### config.mk
export PLATFORM = sky130hd
export DESIGN_NAME = loopback_skew_probe_flat
export DESIGN_NICKNAME = d
export VERILOG_FILES = /design/src/rtl/loopback_skew_probe_pkg.sv /design/src/rtl/loopback_skew_probe_if.sv /design/src/rtl/loopback_skew_probe_sync.sv /design/src/rtl/loopback_skew_probe.sv /design/src/flat_wrapper.sv
export SDC_FILE = /design/constraint.sdc
export NUM_CORES = 1
export LEC_CHECK = 0
export ABC_AREA = 1
export BUFFER_PORTS_ARGS = -buffer_cell sky130_fd_sc_hd__buf_4
export CAP_MARGIN = 20
export CORE_MARGIN = 3
export CORE_UTILIZATION = 45
export CTS_CLUSTER_SIZE = 8
export DETAILED_ROUTE_END_ITERATION = 16
export GPL_TIMING_DRIVEN = 0
export PLACE_DENSITY_LB_ADDON = 0.3
export SLEW_MARGIN = 20
export SYNTH_ARGS = -nofsm -noshare
export SYNTH_HDL_FRONTEND = slang
export SYNTH_HIERARCHICAL = 1
export SYNTH_SLANG_ARGS = --single-unit
### constraint.sdc
create_clock -name clk -period 3.8 [get_ports clk]
set_input_delay 0.57 -clock clk [delete_from_list [all_inputs] [get_ports clk]]
set_output_delay 0.57 -clock clk [all_outputs]
set_load 0.05 [all_outputs]
### src/rtl/loopback_skew_probe_pkg.sv
// Shared types and constants for the loopback latency/skew probe.
// LOOPBACK_SKEW_PROBE_LFSR_EN selects the LFSR pattern source.
package loopback_skew_probe_pkg;

   localparam int unsigned DEF_WIDTH = 8;
   localparam int unsigned DEF_LAT_W = 4;
   localparam int unsigned DEF_NSAMP = 4;

   // Galois right-shift taps for x^8+x^6+x^5+x^4+1
   localparam logic [7:0] LFSR_TAPS_W8 = 8'hB8;

   typedef enum logic [2:0] {
      ST_IDLE,
      ST_FLUSH,
      ST_SEND,
      ST_WAIT,
      ST_DONE
   } state_e;

endpackage

### src/rtl/loopback_skew_probe_if.sv
// Control, pad-loop and result signals of the loopback probe.
interface loopback_skew_probe_if
   import loopback_skew_probe_pkg::*;
#(
   parameter int unsigned WIDTH = DEF_WIDTH,
   parameter int unsigned LAT_W = DEF_LAT_W
);
   logic             start;
   logic [WIDTH-1:0] tx_data;
   logic [WIDTH-1:0] rx_data;
   logic             busy;
   logic             done;
   logic             timeout;
   logic [LAT_W-1:0] lat_min;
   logic [LAT_W-1:0] lat_max;
   logic [LAT_W-1:0] skew_max;

   modport master (
      input  start, rx_data,
      output tx_data, busy, done, timeout, lat_min, lat_max, skew_max
   );

   modport slave (
      output start, rx_data,
      input  tx_data, busy, done, timeout, lat_min, lat_max, skew_max
   );
endinterface

### src/rtl/loopback_skew_probe_sync.sv
// WIDTH-bit two-flop synchronizer for the returning pad bus.
module loopback_skew_probe_sync #(
   parameter int unsigned WIDTH = 8
) (
   input  logic             clk,
   input  logic             rst,
   input  logic [WIDTH-1:0] d_i,
   output logic [WIDTH-1:0] q_o
);
   logic [WIDTH-1:0] s1_q;
   logic [WIDTH-1:0] s2_q;

   always_ff @(posedge clk) begin
      if (rst) begin
         s1_q <= '0;
         s2_q <= '0;
      end else begin
         s1_q <= d_i;
         s2_q <= s1_q;
      end
   end

   assign q_o = s2_q;
endmodule

### src/rtl/loopback_skew_probe.sv
// Drives a pattern around the external loop and measures round-trip latency and bit skew.
// Define LOOPBACK_SKEW_PROBE_LFSR_EN for an LFSR pattern instead of all-ones.
module loopback_skew_probe
   import loopback_skew_probe_pkg::*;
#(
   parameter int unsigned WIDTH = DEF_WIDTH,
   parameter int unsigned LAT_W = DEF_LAT_W,
   parameter int unsigned NSAMP = DEF_NSAMP
) (
   input logic                    clk,
   input logic                    rst,
   loopback_skew_probe_if.master  bus
);
   localparam int unsigned IDX_W = $clog2(NSAMP + 1);
   localparam logic [LAT_W-1:0] CNT_MAX = '1;

   state_e           state_q, state_d;
   logic [LAT_W-1:0] cnt_q, cnt_d;
   logic [LAT_W-1:0] first_q, first_d;
   logic             first_seen_q, first_seen_d;
   logic [IDX_W-1:0] idx_q, idx_d;
   logic [WIDTH-1:0] tx_q, tx_d;
   logic             busy_q, busy_d;
   logic             done_q, done_d;
   logic             timeout_q, timeout_d;
   logic [LAT_W-1:0] lat_min_q, lat_min_d;
   logic [LAT_W-1:0] lat_max_q, lat_max_d;
   logic [LAT_W-1:0] skew_max_q, skew_max_d;

   logic [WIDTH-1:0] rx_s;
   logic [WIDTH-1:0] pattern;
   logic             start_acc;
   logic             sample_ok;
   logic [LAT_W-1:0] first_eff;
   logic [LAT_W-1:0] skew_now;
   logic [IDX_W-1:0] idx_inc;

   loopback_skew_probe_sync #(.WIDTH(WIDTH)) u_sync (
      .clk (clk),
      .rst (rst),
      .d_i (bus.rx_data),
      .q_o (rx_s)
   );

`ifdef LOOPBACK_SKEW_PROBE_LFSR_EN
   logic [WIDTH-1:0] lfsr_q, lfsr_d;

   // Seeded per run, stepped once per completed sample
   always_comb begin
      lfsr_d = lfsr_q;
      if (start_acc) begin
         lfsr_d = WIDTH'(1);
      end else if (sample_ok) begin
         lfsr_d = (lfsr_q >> 1) ^ (lfsr_q[0] ? WIDTH'(LFSR_TAPS_W8) : '0);
      end
   end

   always_ff @(posedge clk) begin
      if (rst) lfsr_q <= WIDTH'(1);
      else     lfsr_q <= lfsr_d;
   end

   assign pattern = lfsr_q;
`else
   assign pattern = '1;
`endif

   assign start_acc = bus.start && ((state_q == ST_IDLE) || (state_q == ST_DONE));
   assign sample_ok = (state_q == ST_WAIT) && (rx_s == pattern);
   // A match in the same cycle as the first nonzero bit has zero skew
   assign first_eff = first_seen_q ? first_q : cnt_q;
   assign skew_now  = cnt_q - first_eff;
   assign idx_inc   = idx_q + IDX_W'(1);

   always_comb begin
      state_d      = state_q;
      cnt_d        = cnt_q;
      first_d      = first_q;
      first_seen_d = first_seen_q;
      idx_d        = idx_q;
      tx_d         = tx_q;
      busy_d       = busy_q;
      done_d       = done_q;
      timeout_d    = timeout_q;
      lat_min_d    = lat_min_q;
      lat_max_d    = lat_max_q;
      skew_max_d   = skew_max_q;

      unique case (state_q)
         ST_IDLE, ST_DONE: begin
            if (start_acc) begin
               state_d      = ST_FLUSH;
               cnt_d        = '0;
               first_d      = '0;
               first_seen_d = 1'b0;
               idx_d        = '0;
               tx_d         = '0;
               busy_d       = 1'b1;
               done_d       = 1'b0;
               timeout_d    = 1'b0;
               lat_min_d    = '1;
               lat_max_d    = '0;
               skew_max_d   = '0;
            end
         end
         ST_FLUSH: begin
            if (rx_s == '0) begin
               state_d = ST_SEND;
            end else if (cnt_q == CNT_MAX) begin
               timeout_d = 1'b1;
               done_d    = 1'b1;
               busy_d    = 1'b0;
               state_d   = ST_DONE;
            end else begin
               cnt_d = cnt_q + LAT_W'(1);
            end
         end
         ST_SEND: begin
            tx_d         = pattern;
            cnt_d        = '0;
            first_d      = '0;
            first_seen_d = 1'b0;
            state_d      = ST_WAIT;
         end
         ST_WAIT: begin
            if (cnt_q != CNT_MAX) cnt_d = cnt_q + LAT_W'(1);
            if ((rx_s != '0) && !first_seen_q) begin
               first_seen_d = 1'b1;
               first_d      = cnt_q;
            end
            if (sample_ok) begin
               if (cnt_q < lat_min_q)     lat_min_d  = cnt_q;
               if (cnt_q > lat_max_q)     lat_max_d  = cnt_q;
               if (skew_now > skew_max_q) skew_max_d = skew_now;
               idx_d = idx_inc;
               tx_d  = '0;
               cnt_d = '0;
               if (idx_inc == IDX_W'(NSAMP)) begin
                  done_d  = 1'b1;
                  busy_d  = 1'b0;
                  state_d = ST_DONE;
               end else begin
                  state_d = ST_FLUSH;
               end
            end else if (cnt_q == CNT_MAX) begin
               tx_d      = '0;
               timeout_d = 1'b1;
               done_d    = 1'b1;
               busy_d    = 1'b0;
               state_d   = ST_DONE;
            end
         end
         default: state_d = ST_IDLE;
      endcase
   end

   always_ff @(posedge clk) begin
      if (rst) begin
         state_q      <= ST_IDLE;
         cnt_q        <= '0;
         first_q      <= '0;
         first_seen_q <= 1'b0;
         idx_q        <= '0;
         tx_q         <= '0;
         busy_q       <= 1'b0;
         done_q       <= 1'b0;
         timeout_q    <= 1'b0;
         lat_min_q    <= '1;
         lat_max_q    <= '0;
         skew_max_q   <= '0;
      end else begin
         state_q      <= state_d;
         cnt_q        <= cnt_d;
         first_q      <= first_d;
         first_seen_q <= first_seen_d;
         idx_q        <= idx_d;
         tx_q         <= tx_d;
         busy_q       <= busy_d;
         done_q       <= done_d;
         timeout_q    <= timeout_d;
         lat_min_q    <= lat_min_d;
         lat_max_q    <= lat_max_d;
         skew_max_q   <= skew_max_d;
      end
   end

   assign bus.tx_data  = tx_q;
   assign bus.busy     = busy_q;
   assign bus.done     = done_q;
   assign bus.timeout  = timeout_q;
   assign bus.lat_min  = lat_min_q;
   assign bus.lat_max  = lat_max_q;
   assign bus.skew_max = skew_max_q;
endmodule

### src/flat_wrapper.sv
// flat-port wrapper written by rule: the top's interface ports become plain ports
module loopback_skew_probe_flat import loopback_skew_probe_pkg::*;
#(
   parameter int unsigned WIDTH = DEF_WIDTH,
   parameter int unsigned LAT_W = DEF_LAT_W,
   parameter int unsigned NSAMP = DEF_NSAMP
)
  (clk, rst, bus_start, bus_rx_data, bus_tx_data, bus_busy, bus_done, bus_timeout, bus_lat_min, bus_lat_max, bus_skew_max);
  loopback_skew_probe_if #(.WIDTH(WIDTH), .LAT_W(LAT_W)) bus_i ();
  input logic clk;
  input logic rst;
  input wire logic [$bits(bus_i.start)-1:0] bus_start;
  input wire logic [$bits(bus_i.rx_data)-1:0] bus_rx_data;
  output wire logic [$bits(bus_i.tx_data)-1:0] bus_tx_data;
  output wire logic [$bits(bus_i.busy)-1:0] bus_busy;
  output wire logic [$bits(bus_i.done)-1:0] bus_done;
  output wire logic [$bits(bus_i.timeout)-1:0] bus_timeout;
  output wire logic [$bits(bus_i.lat_min)-1:0] bus_lat_min;
  output wire logic [$bits(bus_i.lat_max)-1:0] bus_lat_max;
  output wire logic [$bits(bus_i.skew_max)-1:0] bus_skew_max;
  assign bus_i.start = bus_start;
  assign bus_i.rx_data = bus_rx_data;
  assign bus_tx_data = bus_i.tx_data;
  assign bus_busy = bus_i.busy;
  assign bus_done = bus_i.done;
  assign bus_timeout = bus_i.timeout;
  assign bus_lat_min = bus_i.lat_min;
  assign bus_lat_max = bus_i.lat_max;
  assign bus_skew_max = bus_i.skew_max;
  loopback_skew_probe #(.WIDTH(WIDTH), .LAT_W(LAT_W), .NSAMP(NSAMP)) u_core (.clk(clk), .rst(rst), .bus(bus_i));
endmodule
* After elaboration in Yosys (flattened, before gate mapping)
Index checks and enable logic that the tools add are counted.
** Word-level totals
- Output and inout port bits :: 23
- Input bits :: 11
- Register bits :: 54
- Logic and storage cells :: 112
** Cells by class
- Add/subtract/negate cells :: 3
- Multiplexer cells :: 50
- Magnitude comparators :: 3
- Equal/unequal tests :: 20
- Reductions and logical operators :: 22
** Operators with widths (count)
- $mux W4 :: 14
- $mux W8 :: 3
- $pmux W4 S2 :: 3
- $pmux W8 S3 :: 1
- $mux W3 :: 7
- $reduce_and A4 Y1 :: 5
- $pmux W4 S4 :: 1
- $mux W1 :: 14
- $ne A2 B2 Y1 const B :: 7
- $pmux W1 S3 :: 4
- $pmux W3 S4 :: 1
- $pmux W4 S3 :: 1
- $reduce_and A3 Y1 :: 3
- $eq A8 B8 Y1 const B :: 1
- $gt A4 B4 Y1 :: 2
- $logic_not A8 Y1 :: 1
- $reduce_bool A8 Y1 :: 1
- $eq A3 B2 Y1 const B :: 2
- $eq A3 B3 Y1 const B :: 2
- $ne A3 B2 Y1 const B :: 2
- $pmux W3 S2 :: 1
- $reduce_bool A3 Y1 :: 2
- $reduce_and A5 Y1 :: 1
- $add A4 B1 Y4 const B :: 1
- other kinds (15) :: 18

* Longest topological paths before layout
- Word-level depth :: 6
- Gate-level depth with buffers :: 19
- Depth with buffers taken out :: 19

* Hierarchy
The synthesis kept the hierarchy.
** By module, submodules not included
- loopback_skew_probe :: area an instance 2094.5 um2, instances 1, sequential area each 620.6 um2, cells each 332
- loopback_skew_probe_sync :: area an instance 474.2 um2, instances 1, sequential area each 320.3 um2, cells each 50

* Worst setup path before layout
No wires, ideal clock.
- Kind :: flip-flop to flip-flop
- From :: reg u_core.cnt_q[0]
- To :: reg u_core.skew_max_q[2], in the netlist u_core/bus.skew_max[2]
- Stages on the path, launching flop included :: 17
- Path buffers :: 0
- Library setup time :: 113 ps
- Path slack :: 1443 ps
- Arrival :: 2244 ps
- Period minus slack after synthesis :: 2357 ps
- Data required time :: 3687 ps
- Cells stage by stage :: dfxtp_1 > inv_1 > o21ai_0 > ha_1 > inv_1 > fa_1 > or2_2 > nand2_1 > ha_1 > nand2_1 > o21ai_0 > nand2_1 > nand2_1 > nand2_4 > nand2_1 > nand2_1 > nor2_1
** Between the ends
- Word-level cells in the longest chain between the ends :: 5
- Elaborated cells between the ends (all ways) :: 8
- Classes of those cells :: add/sub (1); order compare (1); eq/ne (1); mux (4); reduce/logical (1)
** RTL lines
- start: declaration :: line loopback_skew_probe.sv:18 : logic [LAT_W-1:0] cnt_q, cnt_d;
- start signal: assignment :: line loopback_skew_probe.sv:173 : cnt_q <= cnt_d;
- $mux W4 :: line loopback_skew_probe.sv:71 : assign first_eff = first_seen_q ? first_q : cnt_q;
- $sub A4 B4 Y4 * :: line loopback_skew_probe.sv:72 : assign skew_now = cnt_q - first_eff;
- $gt A4 B4 Y1 or $mux W4 (tied branches) :: line loopback_skew_probe.sv:134 : if (skew_now > skew_max_q) skew_max_d = skew_now;
- $ne A2 B2 Y1 (no source line) or $mux W4 (tied branches)
- $reduce_and A4 Y1 (no source line) or $pmux W4 S2 (tied branches)
- end signal: assignment :: line loopback_skew_probe.sv:183 : skew_max_q <= skew_max_d;
- end: declaration :: line loopback_skew_probe.sv:28 : logic [LAT_W-1:0] skew_max_q, skew_max_d;
Every way passes the cells marked *; elsewhere a longest branch is shown, timed or not. The select of a mux whose other input is x is not followed.
A chain may end at the register's enable or synchronous reset.

* Worst setup path after layout
- From :: reg u_core.cnt_q[1]
- To :: reg u_core.skew_max_q[3], in the netlist u_core/bus.skew_max[3]
The elaborated chain is that of the path after synthesis.

==> results.sh <==
export IMPL_grtUsageMet3_pct=4.39
export IMPL_hpwlAfterDp_um=4080
export IMPL_crit_path_max_fanout=8
export IMPL_rsz0062_at_grt="false"
export IMPL_vdd_ir_drop_worst_mv=0.209
export IMPL_ios=34
export IMPL_grtUsageMet2_pct=29.8
export IMPL_clkTransAtPathRegs_ns=0.10
export IMPL_ys_ff_latch=47
export IMPL_dr_first_iter_drc_count=107
export IMPL_hold_buffers=0
export IMPL_combPwrFrac_pct=38.1
export IMPL_fin_skew_ns=0.00473
export IMPL_worst_setup_path_end_kind="register"
export IMPL_diodes=0
export IMPL_yosysSeqAreaShare_pct=36.6
export IMPL_yosysTopAreaCellShare_pct=36.6
export IMPL_totalWireLength_um=5360
export IMPL_finalNetCount=450
export IMPL_reg2reg_depth=19
export IMPL_drt_vias_per_instance=4.81
export IMPL_maxSlewHeadroom_pct=64.6
export IMPL_clk_path_buf_depth=2
export IMPL_ys_warn_count=6
export IMPL_leakage_uw=0.00154
export IMPL_synth_area_leaders="dfxtp_1 (37%), nand2_1 (14%), nor2_1 (9.9%)"
export IMPL_async_reset_ff_share_pct=0
export IMPL_status="completed"
export IMPL_grt_max_degree=18
export IMPL_grt_pass1_wl_um=9220
export IMPL_port_buffers=32
export IMPL_min_from="u_core/u_sync/s1_q[5]"
export IMPL_setup_tns_ns=0
export IMPL_power_density_nw_per_um2=486
export IMPL_min_period_ns=2.68
export IMPL_yosysMostFrequentCell="nand2_1"
export IMPL_seqPwrFrac_pct=39.6
export IMPL_fin_cells=492
export IMPL_htreeDepth=2
export IMPL_final_period_utilization_pct=70.5
export IMPL_p_clk_share_pct=22.4
export IMPL_dp_cells=484
export IMPL_tritoncts="done"
export IMPL_grt_total_usage_pct=17.9
export IMPL_dr_pass1_iters=4
export IMPL_vias=2368
export IMPL_synth_area_um2=2570
export IMPL_rows=26
export IMPL_route_detailed_drc=0
export IMPL_ant_nets=0
export IMPL_synth_largest_area_cell="dfxtp_1"
export IMPL_multi_input_area_um2=1300
export IMPL_required_ns=4.01
export IMPL_power_switching_uw=589
export IMPL_rr_startpoint="u_core/cnt_q[1]"
export IMPL_die_area_um2=6650
export IMPL_regArea_um2=941
export IMPL_grt_pass1_vias=2146
export IMPL_antenna_found_initial=0
export IMPL_core_um2=5300
export IMPL_fill_cells=526
export IMPL_start_kind="register"
export IMPL_worstSetupPathType="reg -> reg"
export IMPL_fmax_mhz=373
export IMPL_arrival_ns=2.89
export IMPL_grt_overflow_total=0
export IMPL_die_h_um=81.6
export IMPL_start_util_pct=48.4
export IMPL_cts_setup_buffers=0
export IMPL_drv_cap=0
export IMPL_worst_pin_slew_ns=0.525
export IMPL_numCtsBuffers=5
export IMPL_swShare_pct=40.4
export IMPL_synthFlopType="dfxtp_1"
export IMPL_wire_per_inst_um=10.9
export IMPL_synth_edf_count=0
export IMPL_die_w_um=81.6
export IMPL_whs_path_depth=2
export IMPL_clockRootBuffer="clkbuf_8"
export IMPL_synth_top_cells_by_count="nand2_1 (93), nor2_1 (68), inv_1 (55)"
export IMPL_cts_resized=0
export IMPL_use_met1_pct=22.0
export IMPL_hold_violations=0
export IMPL_syn_to_final_growth_pct=16.5
export IMPL_clock_sinks=47
export IMPL_holdPathEnd="u_core/u_sync/q_o[5]"
export IMPL_top_usage_layer="met2"
export IMPL_ff2ff_setup_slack_ns=1.12
export IMPL_syn_avg_cell_area_um2=6.72
export IMPL_hold_class="reg -> reg"
export IMPL_synth_nets=411
export IMPL_insertion_delay_ns=0.31
export IMPL_place_congestion=0.892
export IMPL_finalSetupViolations=0
export IMPL_r2r_end="u_core/bus.skew_max[3]"
export IMPL_postSynthCellCount=382
export IMPL_power_internal_uw=867
export IMPL_slew_violations=0
export IMPL_ys_types=24
export IMPL_layout_drive_gt1_share_pct=15.6
==> worst max-delay path, cell delays in order (launching register included) <==
cell     delay [ns]
dfxtp_1        0.54
inv_1          0.16
nand2_1        0.08
o21ai_0        0.15
ha_1           0.31
nand2_1        0.06
nor2_1         0.04
nor2_1         0.09
nand3_1        0.07
nand2_1        0.09
inv_1          0.04
ha_1           0.30
a21oi_1        0.14
o21ai_0        0.09
nand2_1        0.06
nand2_1        0.07
nand2_4        0.11
nand2_1        0.06
nand2_1        0.06
nor2_1         0.04
==> registers in the layout (all words and copies together), names as in the netlist <==
register,count
u_core/cnt_q,4
u_core/u_sync/s1_q,8
u_core/u_sync/q_o,8
u_core/first_q,4
u_core/idx_q,3
u_core/bus.tx_data,1
u_core/bus.done,1
u_core/state_q,3
u_core/bus.busy,1
u_core/bus.lat_max,4
u_core/bus.timeout,1
u_core/bus.skew_max,4
u_core/bus.lat_min,4
u_core/first_seen_q,1
==> through the flow <==
stage          area [um2]  utilization [%]  hold slack [ns]  power, uW  worst slack (ns)
3_5_place_dp         2900             54.6            0.394       1140              1.12
4_1_cts              2990             56.4            0.409       1480              1.10
3_3_place_gp         2900             54.6            0.392       1130              1.19
5_1_grt              2990             56.4            0.417       1590             0.761
2_1_floorplan        2570                -            0.388       1010              1.44
6_report             2990             56.4            0.406       1460              1.12
==> cell type report <==
cell class | count | area share, %
Inverter | 59 | 7.40
Multi-Input combinational cell | 262 | 43.4
Buffer | 14 | 3.55
Sequential cell | 47 | 31.4
Clock inverter | 3 | 0.920
Clock buffer | 5 | 2.30
Tap cell | 70 | 2.93
Timing Repair Buffer | 32 | 8.03
==> power groups by stage <==
stage / registers, uW / clock network [uW] / logic [uW]
global route: 584 / 368 / 635
CTS: 576 / 342 / 558
global placement: 586 / 0 / 541
detailed placement: 588 / 0 / 557
finish: 576 / 326 / 554
floorplan: 673 / 0 / 334
==> worst max path at each step <==
stage               startpoint                     end  slack [ns]  depth (start not counted)
2_1_floorplan  u_core/cnt_q[0]  u_core/bus.skew_max[2]        1.44                         16
3_3_place_gp   u_core/cnt_q[1]  u_core/bus.skew_max[3]        1.19                         19
3_5_place_dp   u_core/cnt_q[1]  u_core/bus.skew_max[3]        1.12                         19
4_1_cts        u_core/cnt_q[1]  u_core/bus.skew_max[3]        1.10                         19
5_1_grt        u_core/cnt_q[1]  u_core/bus.skew_max[2]        0.76                         18
6_report       u_core/cnt_q[1]  u_core/bus.skew_max[3]        1.12                         19
==> cell families after synthesis <==
group / after synthesis / synth area share (%)
buf+inv: 73 / 12.8
simple gates: 205 / 33.7
xor+xnor: 2 / 0.682
flops: 47 / 36.6
compound gates: 37 / 7.21
fa+ha+maj: 18 / 9.06
==> placed cells by master, fill, tap and decap left out <==
| cell | netlist | final |
|---|---|---|
| xor2_1 | 2 | 2 |
| o21ai_0 | 13 | 13 |
| inv_2 | 4 | 4 |
| inv_1 | 55 | 55 |
| buf_8 | 1 | 1 |
| buf_4 | 9 | 41 |
| nand3_2 | 2 | 2 |
| or2_2 | 1 | 1 |
| fa_1 | 1 | 1 |
| buf_2 | 1 | 1 |
| and3_1 | 2 | 2 |
| clkbuf_8 | 0 | 5 |
| nor3_1 | 1 | 1 |
| nor2_2 | 4 | 4 |
| nand2_1 | 93 | 93 |
| clkbuf_1 | 2 | 2 |
| nor2_1 | 68 | 68 |
| nand4_1 | 2 | 2 |
| clkinvlp_4 | 0 | 1 |
| a21oi_1 | 24 | 24 |
| inv_8 | 0 | 1 |
| inv_6 | 0 | 1 |
| dfxtp_1 | 47 | 47 |
| nand3_1 | 29 | 29 |
| nor2_4 | 1 | 1 |
| ha_1 | 17 | 17 |
| nand2_4 | 2 | 2 |
| buf_6 | 1 | 1 |
==> routing by layer <==
metal / part of all wire, % / vias up / routed length, um
met5: 0 / - / 0
met4: 1.2 / 0 / 65
met3: 5.7 / 7 / 303
met2: 48 / 49 / 2560
met1: 45 / 1060 / 2430
li1: - / 1252 / -
Note: power is estimated with default switching activity, not from simulation.
